$ cat src/rtl/alu_seq_pkg.sv
// alu_seq_pkg: shared opcodes, FSM state encoding and register-file sizing
package alu_seq_pkg;
    localparam int NREG = 4;
    localparam int RW = 2;
    typedef enum logic [2:0] {
        OP_AND = 3'b000,
        OP_OR  = 3'b001,
        OP_NOT = 3'b010,
        OP_SHL = 3'b011,
        OP_SHR = 3'b100,
        OP_ADD = 3'b101,
        OP_SUB = 3'b110,
        OP_MUL = 3'b111
    } op_t;
    typedef enum logic [1:0] {
        IDLE = 2'd0,
        EXEC = 2'd1,
        RESP = 2'd2
    } state_t;
endpackage

$ cat src/rtl/bit8alu.sv
// bit8alu: combinational datapath producing result, product high half and raw flags
module bit8alu
    import alu_seq_pkg::*;
#(
    parameter int WIDTH = 8
) (
    input  logic [WIDTH-1:0] a,
    input  logic [WIDTH-1:0] b,
    input  op_t              s,
    output logic [WIDTH-1:0] acc,
    output logic [WIDTH-1:0] mulh,
    output logic [7:0]       flag
);
    logic [WIDTH:0]     sum;
    logic [WIDTH:0]     dif;
    logic [2*WIDTH-1:0] prod;
    always_comb begin
        sum  = {1'b0, a} + {1'b0, b};
        dif  = {1'b0, a} - {1'b0, b};
        prod = {{WIDTH{1'b0}}, a} * {{WIDTH{1'b0}}, b};
        acc  = s == OP_AND ? a & b :
               s == OP_OR  ? a | b :
               s == OP_NOT ? ~a :
               s == OP_SHL ? a << 1 :
               s == OP_ADD ? sum[WIDTH-1:0] :
               s == OP_SUB ? dif[WIDTH-1:0] :
               s == OP_MUL ? prod[WIDTH-1:0] : '0;
        mulh = prod[2*WIDTH-1:WIDTH];
        flag = {&acc, ~|acc, dif[WIDTH], sum[WIDTH], a[0], a[WIDTH-1], &a, ~|a};
    end
endmodule

$ cat src/rtl/alu_seq_ctrl.sv
// alu_seq_ctrl: command-sequenced register-file ALU with load/exec/response handshake
module alu_seq_ctrl
    import alu_seq_pkg::*;
#(
    parameter int WIDTH = 8,
    parameter int NREG  = alu_seq_pkg::NREG
) (
    input  logic             clk,
    input  logic             rst,
    input  logic             in_valid,
    output logic             in_ready,
    input  logic             in_ld,
    input  logic [2:0]       in_op,
    input  logic [RW-1:0]    in_rd,
    input  logic [RW-1:0]    in_rs1,
    input  logic [RW-1:0]    in_rs2,
    input  logic [WIDTH-1:0] in_imm,
    output logic             out_valid,
    input  logic             out_ready,
    output logic [WIDTH-1:0] out_data,
    output logic [7:0]       out_flag,
    output logic             busy
);
    state_t           state;
    state_t           nxt;
    logic [WIDTH-1:0] regs [NREG];
    logic [WIDTH-1:0] a_q;
    logic [WIDTH-1:0] b_q;
    op_t              op_q;
    logic [RW-1:0]    rd_q;
    logic [RW-1:0]    rd_hi;
    logic [WIDTH-1:0] acc;
    logic [WIDTH-1:0] mulh;
    logic [WIDTH-1:0] res;
    logic [7:0]       aflag;
    logic [7:0]       new_flag;
    logic             accept;

    bit8alu #(.WIDTH(WIDTH)) u_alu (
        .a    (a_q),
        .b    (b_q),
        .s    (op_q),
        .acc  (acc),
        .mulh (mulh),
        .flag (aflag)
    );

    always_ff @(posedge clk or posedge rst) begin
        if (rst)
            state <= IDLE;
        else
            state <= nxt;
    end

    always_comb begin
        in_ready  = state == IDLE;
        out_valid = state == RESP;
        busy      = state != IDLE;
        accept    = in_valid & in_ready;
        nxt       = state == IDLE ? (in_valid ? (in_ld ? RESP : EXEC) : IDLE) :
                    state == EXEC ? RESP :
                    out_ready     ? IDLE : RESP;
        rd_hi     = rd_q == RW'(NREG - 1) ? '0 : rd_q + RW'(1);
        // SHR is formed here rather than trusting the shared ALU output
        res       = op_q == OP_SHR ? a_q >> 1 : acc;
        new_flag  = {&res, ~|res,
                     op_q == OP_SUB ? aflag[5] : out_flag[5],
                     op_q == OP_ADD ? aflag[4] : out_flag[4],
                     aflag[3:0]};
    end

    always_ff @(posedge clk or posedge rst) begin
        if (rst) begin
            for (int i = 0; i < NREG; i++)
                regs[i] <= '0;
            a_q      <= '0;
            b_q      <= '0;
            op_q     <= OP_AND;
            rd_q     <= '0;
            out_data <= '0;
            out_flag <= '0;
        end else if (accept && in_ld) begin
            regs[in_rd] <= in_imm;
            out_data    <= in_imm;
        end else if (accept) begin
            a_q  <= regs[in_rs1];
            b_q  <= regs[in_rs2];
            op_q <= op_t'(in_op);
            rd_q <= in_rd;
        end else if (state == EXEC) begin
            regs[rd_q] <= res;
            if (op_q == OP_MUL)
                regs[rd_hi] <= mulh;
            out_data <= res;
            out_flag <= new_flag;
        end
    end
endmodule

$ cat config.mk
export PLATFORM = sky130hd
export DESIGN_NAME = alu_seq_ctrl
export DESIGN_NICKNAME = d
export VERILOG_FILES = /design/src/rtl/alu_seq_pkg.sv /design/src/rtl/bit8alu.sv /design/src/rtl/alu_seq_ctrl.sv
export SDC_FILE = /design/constraint.sdc
export NUM_CORES = 1
export LEC_CHECK = 0
export BUFFER_PORTS_ARGS = -buffer_cell sky130_fd_sc_hd__buf_4
export CAP_MARGIN = 20
export CORE_AREA = 2 2 225 116
export DETAILED_ROUTE_END_ITERATION = 8
export DIE_AREA = 0 0 227 118
export PLACE_DENSITY = 0.56
export SYNTH_ARGS = -nofsm -noshare
export SYNTH_HDL_FRONTEND = slang
export SYNTH_SLANG_ARGS = --single-unit
$ cat constraint.sdc
create_clock -name clk -period 10 [get_ports clk]
set_input_delay 1 -clock clk [delete_from_list [all_inputs] [get_ports clk]]
set_output_delay 1 -clock clk [all_outputs]
set_load 0.02 [all_outputs]
==> results.json, run 1 <==
{
  "async_flop_share_pct": 100.0,
  "cp_max_fo": 13,
  "diodes": 0,
  "area_growth_pct": 12.83,
  "synth_cell_types": 72,
  "period_share_pct": 57.87,
  "netlist_area_um2": 7361,
  "reg2reg_slack_ps": 4210,
  "slowest_stage": "dfrtp_1",
  "clock-sinks": 71,
  "finalSetupViolCount": 0,
  "cts_setup_buffers": 0,
  "crit_type": "flop to flop",
  "yosys-top-cells-area": "dfrtp_1 24%, fa_1 10%, ha_1 10%, mux4_2 6.1%, nand2_1 5.3%",
  "max_stage_delay_ps": 690,
  "min_path_type": "flop to flop",
  "finalHoldViolCount": 0,
  "drt_iter0_drc": 1179,
  "final.setup_skew_ps": 8.875,
  "cap_viol_max_count": 0,
  "drive_gt1_share_pct": 12.35,
  "slew_headroom_pct": 24.13,
  "drt_wl_total_mm": 28.62,
  "timing.rr.start": "a_q[3]$_DFFE_PP0P_",
  "cts_hold_buf": 0,
  "cp_common_cell": "fa_1",
  "rsz0062_at_grt": "false",
  "synth-main-ff-cell": "dfrtp_1",
  "ys_seq_area_share_pct": 24.14,
  "dieHeight_um": 118,
  "yosysWarnings": 0,
  "clk_root_buffer_cell": "clkbuf_16",
  "route.detailed.wl_per_inst_um": 23.03,
  "syn_inst": 877,
  "placed_area_um2": 8001,
  "start_util_pct": 29.65,
  "antenna_found_initial": 2,
  "numPortBuffers": 40,
  "synth_seq_cells": 71,
  "final_area_um2": 8305,
  "cts_resized": 0,
  "yosysTopAreaCellShare_pct": 24.14,
  "cts_tree": "yes",
  "path_clk_slew_ps": 60,
  "dr.pass1.iters": 7,
  "syn-num-nets": 997,
  "grt_overflow": 0,
  "num_rows": 41,
  "worstPathRequired_ps": 10230,
  "synth_top_area_cell": "dfrtp_1",
  "grt_max_degree": 72,
  "coreArea_um2": 24830,
  "dp_hpwl_mm": 22.34,
  "die_area_um2": 26790,
  "die_w_um": 227,
  "status": "finished clean",
  "max_freq_ghz": 0.1728,
  "clockBufferDepth": 2,
  "insertion_delay_ps": 370,
  "ioPinCount": 41,
  "worst_pin_slew_ps": 1138,
  "cts_max_level": 3,
  "avgViaCountPerCell": 5.750,
  "crit_arrival_ps": 6020,
  "maxSlewViolCount": 0,
  "crit_path_start_kind": "flop",
  "drcViolationCount": 0,
  "period_needed_ps": 5787,
  "crit_chain": "ha_1 -> inv_1 -> fa_1 -> fa_1 -> fa_1 -> fa_1 -> inv_1 -> ha_1 -> inv_1 -> a211oi_1 -> o211ai_1 -> a211oi_1 -> and4b_1 -> a222oi_1 -> o21ai_1",
  "via_count": 7147,
  "avgSynthCellArea_um2": 8.393,
  "hp-start": "out_flag[2]$_DFFE_PP0P_",
  "fin_nets": 1015,
  "grt_pass1_vias": 6613,
  "crit_start": "a_q[3]$_DFFE_PP0P_",
  "synth_edf_count": 0,
  "utilization_pct": 33.45,
  "end_kind": "flop",
  "place.gp.congestion": 0.9831,
  "grt_pass1_wl_mm": 42.97,
  "tns_ps": 0,
  "globalRouteTotalUtil_pct": 21.98,
  "cts_buffers": 9,
  "ant_nets": 0
}
-- metal layers --
layer	vias to the layer above	GRT usage, %	routed length, um
met1	3447	35.09	13940
li1	3154	-	-
met3	41	13.58	5108
met4	0	3.350	309
met5	-	0	0
met2	505	23.28	9268
-- Yosys cell counts, drive strengths merged (4+ instances only) --
master  count
nand3      16
nor3       23
xnor2       4
o21a        5
and3        8
inv        91
or2         5
a21oi      38
o22ai      10
a31oi      11
mux4       20
o211ai     11
ha         60
nor2       83
a211oi     16
o31ai      11
mux2        4
a22oi      13
o21ai      78
nand4       5
buf        14
nand2b     10
fa         38
xor2        4
o41ai       4
or3         7
mux2i       9
o221ai      6
dfrtp      71
clkbuf     33
nor2b      11
nand2     104
-- kinds of logic after synthesis --
family	Yosys count	synth area share [%]
XOR/XNOR	8	0.9518
flip-flops	71	24.14
adder cells (fa/ha/maj)	98	20.53
multiplexers	33	7.955
AO/OA/AOI/OAI	242	21.52
AND/OR/NAND/NOR	286	17.59
buffers and inverters	139	7.309
-- flip-flops by register name, indices dropped and copies added (netlist names) --
signal    count
a_q           8
out_data      8
regs         32
b_q           8
op_q          3
out_flag      8
rd_q          2
state         2
-- cell type report --
cell class | count | area [um2]
timing repair buffer | 54 | 429.2
sequential | 71 | 1777
fill | 2582 | 16520
clock inverter | 4 | 22.52
tap | 344 | 430.4
inverter | 92 | 346.6
clock buffer | 11 | 242.7
multi-input combinational | 667 | 5057
-- per-stage QoR --
stage                     setup WS [ps]  hold slack [ps]  cells
after global placement             4371            464.5   1226
after global routing               3971            535.1   1243
after floorplan                    5121            498.1    877
final                              4213            475.5   1243
after CTS                          4324            485.9   1241
after detailed placement           4349            472.9   1226
-- path summary, 6_finish.rpt --
check | cells after the start | to
worst max-delay path | 15 | regs[15]$_DFFE_PP0P_
max in group asynchronous | 4 | out_data[3]$_DFFE_PP0P_
worst min-delay path | 2 | out_flag[2]$_DFFE_PP0P_
min in group asynchronous | 3 | state[0]$_DFF_PP0_
worst max register to register | 15 | regs[15]$_DFFE_PP0P_
worst min register to register | 2 | out_flag[2]$_DFFE_PP0P_
-- layout by cell type, fill, tap and decap left out, types with 4 or more instances in the layout --
master	instances
and3_1	8
clkinv_2	4
a31oi_1	11
a211oi_1	15
o21ai_0	73
nor3_1	23
inv_2	5
nor2b_1	10
dfrtp_1	71
a22oi_1	13
nand2b_1	10
o41ai_1	4
o21ai_1	5
nand3_1	16
clkbuf_16	9
mux4_2	20
o21a_1	5
a21oi_1	38
nand2_1	104
xnor2_1	4
o22ai_1	10
ha_1	60
buf_4	52
mux2i_1	9
inv_1	85
nor2_1	82
o221ai_1	6
o211ai_1	11
nand4_1	5
or2_2	4
or3_1	7
o31ai_1	10
xor2_1	4
fa_1	38
-- worst max-delay path, delay by kind of cell (launching register included) --
kind                       cells  cell delay (ps)
adders and majority gates      6             2660
AOI/OAI and AO/OA              5             1760
DFF                            1              690
and+or+nand+nor                1              280
buffers and inverters          3              250
Power of run 1 is left out: the tool's default activity adds up to more than one toggle a clock period on the data nets, which glitch-free logic cannot reach.
==> run 2, diff against run 1 <==
clock period = 5.7 ns   (was 10 ns; I/O delays follow)
==> run 2 against run 1 <==
  * Final area rose by 1.1%
  * Clock skew rose by 3.5 ps
  * Global-route usage rose by 0.40 points
  * Sequential share of layout area fell by 0.24 points
  * Clock-buffer cell count rose by 2
  * Critical path type unchanged
  * Critical endpoint is now out_flag[6]$_DFFE_PP0P_
  * Highest routed layer unchanged
==> results.json, run 2 (synthesized netlist as in run 1, its figures left out) <==
{
  "status": "finished clean",
  "worst_pin_slew_ps": 1117,
  "path_clk_slew_ps": 60,
  "final_cells": 1254,
  "grt_overflow": 0,
  "timing.rr.start": "a_q[3]$_DFFE_PP0P_",
  "final.setup_skew_ps": 12.42,
  "final.setup.worst_slack_ps": 393.2,
  "worst-r2r-cell-count": 17,
  "insertion_delay_ps": 360,
  "dieHeight_um": 118,
  "worstPathRequired_ps": 5930,
  "grt_pass1_wl_mm": 44.20,
  "worstReg2RegEnd": "out_flag[6]$_DFFE_PP0P_",
  "cts_max_level": 3,
  "die_area_um2": 26790,
  "coreArea_um2": 24830,
  "clockBufferDepth": 2,
  "placedCellCount": 1236,
  "drcViolationCount": 0,
  "ioPinCount": 41,
  "cts_hold_buf": 0,
  "maxSlewViolCount": 0,
  "max_freq_ghz": 0.1884,
  "drive_gt1_share_pct": 13.41,
  "reg2reg_slack_ps": 390,
  "cts_buffers": 9,
  "period_share_pct": 93.10,
  "end_kind": "flop",
  "drt_wl_total_mm": 28.99,
  "largest_reg_flops": 32,
  "clock-sinks": 71,
  "ant_nets": 0,
  "finalSetupViolCount": 0,
  "period_needed_ps": 5307,
  "num_rows": 41,
  "globalRouteTotalUtil_pct": 22.38,
  "slew_headroom_pct": 25.27,
  "min_path_type": "input pin to asynchronous set/reset pin",
  "placed_area_um2": 8077,
  "rsz0062_at_grt": "false",
  "drt_iter0_drc": 1090,
  "cap_viol_max_count": 0,
  "final_area_um2": 8398,
  "fillers": 2667,
  "grt_max_degree": 72,
  "crit_arrival_ps": 5540,
  "numPortBuffers": 40,
  "route.detailed.wl_per_inst_um": 23.12,
  "cp_max_fo": 13,
  "via_count": 7238,
  "die_w_um": 227,
  "crit_path_start_kind": "flop",
  "fin_nets": 1025,
  "start_util_pct": 29.65,
  "grt_pass1_vias": 6796,
  "crit_start": "a_q[3]$_DFFE_PP0P_",
  "clk_root_buffer_cell": "clkbuf_16",
  "area_growth_pct": 14.09,
  "place.gp.congestion": 0.9625,
  "pre_cts_ws_ps": 291.1,
  "final_common_cell": "nand2_1",
  "dp_hpwl_mm": 22.75,
  "crit_type": "flop to flop",
  "tns_ps": 0,
  "final_cell_mix": "104 x nand2_1, 85 x inv_1, 82 x nor2_1, 73 x o21ai_0, 71 x dfrtp_1",
  "finalHoldViolCount": 0,
  "avgViaCountPerCell": 5.772,
  "cts_tree": "yes",
  "antenna_found_initial": 0,
  "dr.pass1.iters": 9,
  "top_register": "regs",
  "diodes": 0
}
-- run 2: changes by cell type in the layout (fill, tap and decap cells not counted) --
cell,change
a211oi_1,-1
a211oi_2,+1
buf_4,+10
clkbuf_1,+1
clkbuf_8,+1
clkinv_2,-1
-- run 2: stage by stage --
step                hold WS [ps]  util (%)
floorplan                  498.1         -
CTS                        403.7     33.65
finish                     227.3     33.82
global route               233.9     33.82
detailed placement         472.0     32.53
global placement           463.0     32.53
-- run 2: metal layers --
layer	vias to the layer above	part of all wire (%)	track usage, %	wire length, um
met5	-	0	0.3795	0
met1	3502	49	36.58	14300
met2	527	33	24.41	9593
met3	34	17	11.88	4895
li1	3175	-	-	-
met4	0	0.72	2.696	208
-- run 2: how the worst max path moves through the flow --
stage                                   end  slack, ps  cells past startpoint
finish              out_flag[6]$_DFFE_PP0P_        390                     17
CTS                    regs[31]$_DFFE_PP0P_        260                     15
global placement       regs[31]$_DFFE_PP0P_        310                     15
detailed placement     regs[31]$_DFFE_PP0P_        290                     15
floorplan              regs[30]$_DFFE_PP0P_        820                     16
global route           regs[23]$_DFFE_PP0P_        100                     16
-- run 2: repair_timing --
| item | 4_1_cts | 5_1_grt |
|---|---|---|
| setup endpoints to repair | 0 | 2 |
| resized for setup | 0 | 1 |
| setup buffers | 0 | 0 |
-- run 2: critical path, stage by stage (launching register included) --
cell and delay, ps:
dfrtp_1 650, ha_1 300, inv_1 110, fa_1 490, inv_1 40, ha_1 300, fa_1 490, inv_1 50
fa_1 470, inv_1 40, ha_1 330, nor2_1 230, a2111o_1 150, o211a_2 250, o21ai_0 120, o32ai_1 620
a21oi_1 270, a32o_1 270
-- run 2: cell type report --
cell class / count / area, um2 / area share (%)
clock inverter: 3 / 17.52 / 0.2086
sequential: 71 / 1777 / 21.16
multi-input combinational: 667 / 5062 / 60.28
timing repair buffer: 64 / 504.2 / 6.004
inverter: 92 / 346.6 / 4.127
tap: 344 / 430.4 / 5.125
clock buffer: 13 / 260.3 / 3.099
Power of run 2 is left out for the same reason.
==> run 3, diff against run 2 <==
clock period = 5.2 ns   (was 5.7 ns; I/O delays follow)
==> run 3 against run 2 <==
  * Critical path depth did not move
  * Cell count increased by 2.2%
  * Utilization is 1.2 points higher
==> results.json, run 3 (synthesized netlist as in run 1, its figures left out) <==
{
  "status": "finished clean",
  "insertion_delay_ps": 360,
  "period_share_pct": 96.76,
  "cp_max_fo": 6,
  "via_count": 7410,
  "multi_input_area_um2": 5072,
  "drt_wl_total_mm": 29.65,
  "numPortBuffers": 40,
  "drive_gt1_share_pct": 17.29,
  "period_needed_ps": 5032,
  "fillers": 2612,
  "final_cell_mix": "104 x nand2_1, 90 x buf_4, 85 x inv_1, 82 x nor2_1, 73 x o21ai_0",
  "die_area_um2": 26790,
  "rsz0062_at_grt": "false",
  "crit_type": "flop to flop",
  "drt_iter0_drc": 1200,
  "route.detailed.wl_per_inst_um": 23.15,
  "grt_overflow": 0,
  "worstPathRequired_ps": 5430,
  "max_freq_ghz": 0.1987,
  "antenna_found_initial": 0,
  "die_w_um": 227,
  "dr.pass1.iters": 5,
  "grt_pass1_wl_mm": 44.28,
  "area_growth_pct": 18.02,
  "utilization_pct": 34.99,
  "worst-r2r-cell-count": 17,
  "finalSetupViolCount": 0,
  "dieHeight_um": 118,
  "tns_ps": 0,
  "crit_arrival_ps": 5260,
  "avgViaCountPerCell": 5.785,
  "largest_reg_flops": 32,
  "worst_pin_slew_ps": 1205,
  "place.gp.congestion": 0.9519,
  "cts_max_level": 3,
  "cts_hold_buf": 0,
  "cts_tree": "yes",
  "dp_hpwl_mm": 23.28,
  "final_common_cell": "nand2_1",
  "min_path_type": "input pin to asynchronous set/reset pin",
  "globalRouteTotalUtil_pct": 22.42,
  "coreArea_um2": 24830,
  "slew_headroom_pct": 19.34,
  "reg2reg_slack_ps": 170,
  "ioPinCount": 41,
  "timing.rr.start": "a_q[4]$_DFFE_PP0P_",
  "cts_buffers": 9,
  "end_kind": "flop",
  "diodes": 0,
  "clk_root_buffer_cell": "clkbuf_16",
  "path_clk_slew_ps": 70,
  "drcViolationCount": 0,
  "fin_nets": 1052,
  "cap_viol_max_count": 0,
  "top_register": "regs",
  "clockBufferDepth": 2,
  "maxSlewViolCount": 0,
  "finalHoldViolCount": 0,
  "grt_max_degree": 72,
  "clock-sinks": 71,
  "final.setup_skew_ps": 13.25,
  "grt_pass1_vias": 6926,
  "crit_path_start_kind": "flop",
  "num_rows": 41,
  "start_util_pct": 29.65,
  "ant_nets": 0,
  "regArea_um2": 1788,
  "worstReg2RegEnd": "regs[30]$_DFFE_PP0P_"
}
==> run 3: changes by cell type in the layout (fill, tap and decap cells not counted), sizes merged <==
cell	change
buf	+27
bufinv	+3
clkbuf	-2
clkinv	-1
clkinvlp	-1
inv	+1
==> run 3: worst max-delay path, stage by stage (launching register included) <==
cell	delay, ps
dfrtp_1	380
ha_1	240
inv_1	170
fa_1	540
inv_1	50
fa_1	480
inv_1	60
fa_1	540
inv_1	60
fa_1	420
ha_1	260
a21o_1	190
a21o_1	240
nor3_1	160
buf_4	160
or4b_2	640
nand3_1	170
o221ai_1	140
==> run 3: worst max-delay path by stage <==
stage | start | end | slack [ps] | cells after the start
floorplan | a_q[3]$_DFFE_PP0P_ | regs[30]$_DFFE_PP0P_ | 320 | 16
finish | a_q[4]$_DFFE_PP0P_ | regs[30]$_DFFE_PP0P_ | 170 | 17
CTS | a_q[3]$_DFFE_PP0P_ | out_flag[6]$_DFFE_PP0P_ | 130 | 15
global placement | a_q[1]$_DFFE_PP0P_ | regs[30]$_DFFE_PP0P_ | 250 | 16
detailed placement | a_q[3]$_DFFE_PP0P_ | out_flag[6]$_DFFE_PP0P_ | 150 | 15
global route | a_q[4]$_DFFE_PP0P_ | regs[14]$_DFFE_PP0P_ | 10 | 18
==> run 3: routing by layer <==
| layer | share of wire, % | vias to the layer above | GRT usage (%) |
|---|---|---|---|
| li1 | - | 3224 | - |
| met1 | 49 | 3635 | 36.78 |
| met2 | 33 | 529 | 25.15 |
| met3 | 17 | 20 | 10.66 |
| met4 | 0.52 | 2 | 2.614 |
| met5 | 0.21 | - | 2.087 |
==> run 3: through the flow <==
step | hold slack [ps] | std cells | setup slack (ps) | area, um2
4_1_cts | 342.7 | 1277 | 132.9 | 8611
3_5_place_dp | 474.0 | 1261 | 153.9 | 8264
2_1_floorplan | 498.1 | 877 | 321.2 | 7361
3_3_place_gp | 462.9 | 1261 | 253.7 | 8264
6_report | 189.7 | 1281 | 168.4 | 8687
5_1_grt | 203.4 | 1281 | 9.864 | 8687
==> run 3: layout make-up <==
type                    instances  area share, %
multi-input cells             667          58.39
flip-flops and latches         71          20.58
repair buffers                 91          8.094
well taps                     344          4.955
inverters                      92          3.990
clock buffers                  11          2.794
clock inverters                 5          1.195
==> run 3: repair_timing <==
action | in CTS | in global routing
endpoints found under the setup margin | 0 | 13
buffers inserted | 0 | 2
endpoints found under the hold margin | 0 | 0
gates resized for setup | 0 | 13
Power of run 3 is left out for the same reason.
